===== config.mk =====
export PLATFORM = sky130hd
export DESIGN_NAME = rot_task_sched
export DESIGN_NICKNAME = d
export VERILOG_FILES = /design/src/rtl/rot_task_sched_pkg.sv /design/src/rtl/rot_task_slot.sv /design/src/rtl/rot_task_sched.sv
export SDC_FILE = /design/constraint.sdc
export NUM_CORES = 1
export LEC_CHECK = 0
export BUFFER_PORTS_ARGS = -buffer_cell sky130_fd_sc_hd__clkbuf_2
export CORE_AREA = 2 2 69 71
export DETAILED_ROUTE_END_ITERATION = 7
export DIE_AREA = 0 0 71 73
export PLACE_DENSITY = 0.8
export SLEW_MARGIN = 5
export SYNTH_ARGS = -nofsm -noshare
export SYNTH_HDL_FRONTEND = slang
export SYNTH_SLANG_ARGS = --single-unit

===== constraint.sdc =====
create_clock -name i_clk -period 2.65 [get_ports i_clk]
set_input_delay 0.265 -clock i_clk [delete_from_list [all_inputs] [get_ports i_clk]]
set_output_delay 0.265 -clock i_clk [all_outputs]
set_load 0.005 [all_outputs]

===== src/rtl/rot_task_sched_pkg.sv =====
// Shared definitions for the rotation task scheduler: FSM encoding and the
// mode value that means "cancel".
package rot_task_sched_pkg;

  typedef enum logic [1:0] {
    ST_IDLE = 2'd0,
    ST_REQ  = 2'd1,
    ST_RUN  = 2'd2
  } state_e;

  localparam int MODE_CANCEL = 0;

endpackage


===== src/rtl/rot_task_slot.sv =====
// Single pending-task register. Load wins over clear/take. o_drop flags that a
// valid entry is being discarded (overwritten or cancelled), not handed on.
module rot_task_slot
  import rot_task_sched_pkg::*;
#(
  parameter int MODE_W = 3,
  parameter int DEG_W  = 6
) (
  input  logic              i_clk,
  input  logic              i_rst_n,
  input  logic              i_load,
  input  logic              i_clr,
  input  logic              i_take,
  input  logic [MODE_W-1:0] i_mode,
  input  logic [DEG_W-1:0]  i_deg,
  output logic              o_vld,
  output logic [MODE_W-1:0] o_mode,
  output logic [DEG_W-1:0]  o_deg,
  output logic              o_drop
);

  logic              vld_q, vld_d;
  logic [MODE_W-1:0] mode_q, mode_d;
  logic [DEG_W-1:0]  deg_q, deg_d;

  always_comb begin
    vld_d  = vld_q;
    mode_d = mode_q;
    deg_d  = deg_q;
    if (i_load) begin
      vld_d  = 1'b1;
      mode_d = i_mode;
      deg_d  = i_deg;
    end else if (i_clr || i_take) begin
      vld_d = 1'b0;
    end
  end

  always_ff @(posedge i_clk or negedge i_rst_n) begin
    if (!i_rst_n) begin
      vld_q  <= 1'b0;
      mode_q <= '0;
      deg_q  <= '0;
    end else begin
      vld_q  <= vld_d;
      mode_q <= mode_d;
      deg_q  <= deg_d;
    end
  end

  // take (moving the entry into the request fields) is a hand-off, not a drop
  assign o_drop = vld_q & (i_load | i_clr);
  assign o_vld  = vld_q;
  assign o_mode = mode_q;
  assign o_deg  = deg_q;

endmodule


===== src/rtl/rot_task_sched.sv =====
// Task scheduler between the mode/degree front-end and the shared rotation
// engine: req/gnt issue, one coalescing pending slot, completion timeout.
module rot_task_sched
  import rot_task_sched_pkg::*;
#(
  parameter int MODE_W  = 3,
  parameter int DEG_W   = 6,
  parameter int TIMEOUT = 1024,
  parameter int DROP_W  = 8
) (
  input  logic              i_clk,
  input  logic              i_rst_n,
  input  logic              i_newtask,
  input  logic [MODE_W-1:0] i_mode,
  input  logic [DEG_W-1:0]  i_deg,
  output logic              o_req,
  output logic [MODE_W-1:0] o_req_mode,
  output logic [DEG_W-1:0]  o_req_deg,
  input  logic              i_gnt,
  input  logic              i_done,
  output logic              o_busy,
  output logic              o_pend,
  output logic              o_timeout,
  output logic [DROP_W-1:0] o_drop_cnt
);

  localparam int          TMR_W = $clog2(TIMEOUT);
  localparam [TMR_W-1:0] TMR_MAX = TMR_W'(TIMEOUT - 1);

  function automatic logic [DROP_W-1:0] sat_inc(input logic [DROP_W-1:0] v);
    return (&v) ? v : v + DROP_W'(1);
  endfunction

  state_e            state_q, state_d;
  logic [MODE_W-1:0] req_mode_q, req_mode_d;
  logic [DEG_W-1:0]  req_deg_q, req_deg_d;
  logic [TMR_W-1:0]  timer_q, timer_d;
  logic              timeout_q, timeout_d;
  logic              req_q, req_d;
  logic              busy_q, busy_d;
  logic [DROP_W-1:0] drop_cnt_q, drop_cnt_d;

  logic              new_task, cancel, run_exit;
  logic              req_drop;
  logic              slot_load, slot_clr, slot_take, slot_drop, pend_vld;
  logic [MODE_W-1:0] pend_mode;
  logic [DEG_W-1:0]  pend_deg;

  rot_task_slot #(
    .MODE_W (MODE_W),
    .DEG_W  (DEG_W)
  ) u_slot (
    .i_clk   (i_clk),
    .i_rst_n (i_rst_n),
    .i_load  (slot_load),
    .i_clr   (slot_clr),
    .i_take  (slot_take),
    .i_mode  (i_mode),
    .i_deg   (i_deg),
    .o_vld   (pend_vld),
    .o_mode  (pend_mode),
    .o_deg   (pend_deg),
    .o_drop  (slot_drop)
  );

  assign new_task = i_newtask && (i_mode != MODE_W'(MODE_CANCEL));
  assign cancel   = i_newtask && (i_mode == MODE_W'(MODE_CANCEL));
  assign run_exit = i_done || (timer_q == TMR_MAX);

  always_comb begin
    state_d    = state_q;
    req_mode_d = req_mode_q;
    req_deg_d  = req_deg_q;
    timer_d    = timer_q;
    timeout_d  = 1'b0;
    req_drop   = 1'b0;
    slot_load  = 1'b0;
    slot_clr   = 1'b0;
    slot_take  = 1'b0;
    unique case (state_q)
      ST_IDLE: begin
        if (new_task) begin
          req_mode_d = i_mode;
          req_deg_d  = i_deg;
          state_d    = ST_REQ;
        end
      end
      ST_REQ: begin
        // a grant in the same cycle always wins over a new task or cancel
        if (i_gnt) begin
          state_d   = ST_RUN;
          timer_d   = '0;
          slot_load = new_task;
          slot_clr  = cancel;
        end else if (new_task) begin
          req_mode_d = i_mode;
          req_deg_d  = i_deg;
          req_drop   = 1'b1;
        end else if (cancel) begin
          state_d  = ST_IDLE;
          req_drop = 1'b1;
        end
      end
      ST_RUN: begin
        timer_d = timer_q + TMR_W'(1);
        if (run_exit) begin
          timeout_d = !i_done;
          timer_d   = '0;
          state_d   = ST_IDLE;
          if (new_task) begin
            req_mode_d = i_mode;
            req_deg_d  = i_deg;
            slot_clr   = 1'b1;
            state_d    = ST_REQ;
          end else if (cancel) begin
            slot_clr = 1'b1;
          end else if (pend_vld) begin
            req_mode_d = pend_mode;
            req_deg_d  = pend_deg;
            slot_take  = 1'b1;
            state_d    = ST_REQ;
          end
        end else begin
          slot_load = new_task;
          slot_clr  = cancel;
        end
      end
      default: state_d = ST_IDLE;
    endcase
    req_d  = (state_d == ST_REQ);
    busy_d = (state_d != ST_IDLE);
  end

  always_comb begin
    drop_cnt_d = drop_cnt_q;
    if (req_drop || slot_drop) drop_cnt_d = sat_inc(drop_cnt_q);
  end

  always_ff @(posedge i_clk or negedge i_rst_n) begin
    if (!i_rst_n) begin
      state_q    <= ST_IDLE;
      req_mode_q <= '0;
      req_deg_q  <= '0;
      timer_q    <= '0;
      timeout_q  <= 1'b0;
      req_q      <= 1'b0;
      busy_q     <= 1'b0;
      drop_cnt_q <= '0;
    end else begin
      state_q    <= state_d;
      req_mode_q <= req_mode_d;
      req_deg_q  <= req_deg_d;
      timer_q    <= timer_d;
      timeout_q  <= timeout_d;
      req_q      <= req_d;
      busy_q     <= busy_d;
      drop_cnt_q <= drop_cnt_d;
    end
  end

  assign o_req      = req_q;
  assign o_req_mode = req_mode_q;
  assign o_req_deg  = req_deg_q;
  assign o_busy     = busy_q;
  assign o_pend     = pend_vld;
  assign o_timeout  = timeout_q;
  assign o_drop_cnt = drop_cnt_q;

endmodule

==> flow_summary.toml <==
[yosys]
avgSynthCellArea_sq_um = 11.2
syn-num-nets = 212
synth_cell_types = 43
synth.area.top_cells = "dfrtp_1, mux2_2, ha_1"
synth_top_area_cell = "dfrtp_1"
synthFlopType = "dfrtp_1"
yosys.cell_count.top_type = "dfrtp_1"
synth-warning-count = 0
synth_common_cells = "dfrtp_1, mux2_2, nand2_1"
synth-seq-cells = 42
synthArstFlopShare = 1.00
synth-edff-count = 0
ys_seq_area_frac = 0.488
netlist_area_sq_um = 2150
syn_inst = 192
synth_top_area_share = 0.488

[critical_path]
cp_max_fo = 9
crit_arrival_ns = 2.46
cp-end-kind = "flip-flop"
path_class = "reg -> reg"
cp.required_ns = 2.85
start_kind = "flip-flop"

[cells_and_area]
fill_cells = 384
utilization = 0.545
antenna_cells = 0
syn2layout_area_growth_pct = 14.8
fin_cells = 286
drive_gt1_frac = 0.345
layout.nets = 251

[timing]
skew_ns = 0.0123
setup_tns_ns = 0
post-route-period-util = 0.853
fmax_mhz = 442
hold_viol = 0
tightest_slew_ns = 1.03
fin_crit_ns = 2.26
setup_viol = 0
whs_ns = 0.123
drv_slew = 0
rsz0062_at_grt = "false"
slew_headroom = 0.314
worst_slack_ns = 0.389

[route]
vias_per_cell = 5.66
ant_nets = 0
wl_per_cell_um = 14.4
drt-initial-drc-count = 62
drc = 0
drt_wl_total_mm = 4.12
detail_route.first_pass.iterations = 4
vias = 1618

[die]
initial_core_util = 0.475
core_area_sq_um = 4540
row_count = 25
dieArea_sq_um = 5180
pin_count = 35
die_y_um = 73
die_x_um = 71

[status]
status = "completed"

[global_route]
grt_pass1_wl_mm = 6.71
antenna_found_initial = 0
grt_pass1_vias = 1495
grt_util_all_layers = 0.169
grt-ovfl-total = 0
grt_max_degree = 43

[placement]
dp_cells = 278
gp_congestion = 0.871
portBuffers = 34
place_ws_ns = 0.410
place_hpwl_mm = 3.03

[power_and_ir_drop]
pwr-share-comb = 0.375
sw_frac_of_total = 0.355
p_per_area_nw_per_um2 = 931
netSwitchingPower_w = 0.000817
vdd_drop_max_mv = 0.615
internal-power_w = 0.00148
power_frac_clock = 0.192
power.leakage_nw = 1.12
p_seq_frac = 0.433

[clock_tree]
clock-sinks = 42
clk_latency_ns = 0.31
clock_path_buffers = 2
cts_setup_buffers = 0
cts_buffers = 5
cts_hold_buf = 0
cts_tree = "built"
cts_resized = 0
clk_pin_slew_ns = 0.09
ctsHtreeMaxLevel = 2
root_buffer = "clkbuf_8"

[job]
drv_cap = 0

[hold_path]
hp-class = "in -> async"
## path summary, 6_finish.rpt
kind,from,end,slack [ns],cells after the start
max in group asynchronous,i_rst_n,o_timeout,1.90,1
hold reg to reg,u_slot.o_mode[1],u_slot.o_mode[1],0.51,1
min in group i_clk,i_deg[1],u_slot.o_deg[1],0.21,2
hold / removal,i_rst_n,o_drop_cnt[4],0.12,1
setup / recovery,state_q[1],u_slot.o_deg[0],0.39,5
setup reg to reg,state_q[1],u_slot.o_deg[0],0.39,5
## logic make-up after synthesis
kind of cell,Yosys count,share of synthesized area
multiplexers,27,0.141
AND/OR/NAND/NOR,54,0.137
flip-flops,42,0.488
adder cells (fa/ha/maj),6,0.0348
XOR/XNOR,9,0.0366
AO/OA/AOI/OAI,44,0.138
buffers and inverters,10,0.0250
## per-stage QoR
step	total power [W]	cell area, sq um
after floorplan	0.00160	2150
after global placement	0.00184	2380
after detailed placement	0.00188	2380
after CTS	0.00233	2470
after global routing	0.00247	2470
final	0.00230	2470
## registers in the layout, indices dropped and copies added (netlist names)
name and cells:
o_req_deg 6, u_slot.o_vld 1, u_slot.o_mode 3, o_req 1, timer_q 10, u_slot.o_deg 6, o_timeout 1, o_busy 1
o_drop_cnt 8, state_q 2, o_req_mode 3
## power by group through the flow
stage | clock (W) | sequential [W] | combinational, W
final | 0.000441 | 0.000997 | 0.000864
after global routing | 0.000486 | 0.00103 | 0.000955
after CTS | 0.000458 | 0.000998 | 0.000871
after detailed placement | 0 | 0.00100 | 0.000873
after global placement | 0 | 0.000992 | 0.000843
after floorplan | 0 | 0.000988 | 0.000612
## placed cells by master, fill, tap and decap left out, types with 5 or more instances in the layout
cell	instances
dfrtp_1	42
clkbuf_2	34
mux2_2	27
nand2_1	12
a21oi_1	11
o21ai_0	10
nor2_1	10
nand3_1	9
inv_1	6
ha_1	6
nand4_1	5
xor2_1	5
clkbuf_8	5
## per-layer routing
layer	vias to the layer above	global-route usage	part of all wire
met3	6	0.0456	0.041
met1	790	0.214	0.46
met5	-	0	0
li1	787	-	-
met2	35	0.271	0.48
met4	0	0.0797	0.018
## critical path: stages, from the launching register on
cell and delay (ns):
dfrtp_1 0.51, ha_1 0.36, or2b_2 0.35, a31o_2 0.26, a21boi_2 0.29, mux2_2 0.38
## cell type report
type | instances | area [sq um] | area share
Sequential cell | 42 | 1050 | 0.425
Multi-Input combinational cell | 140 | 1050 | 0.425
Timing Repair Buffer | 36 | 185 | 0.0749
Clock buffer | 5 | 68.8 | 0.0278
Tap cell | 54 | 67.6 | 0.0273
Clock inverter | 3 | 27.5 | 0.0111
Inverter | 6 | 22.5 | 0.00911
No activity file was read; power rests on OpenSTA's default activity.
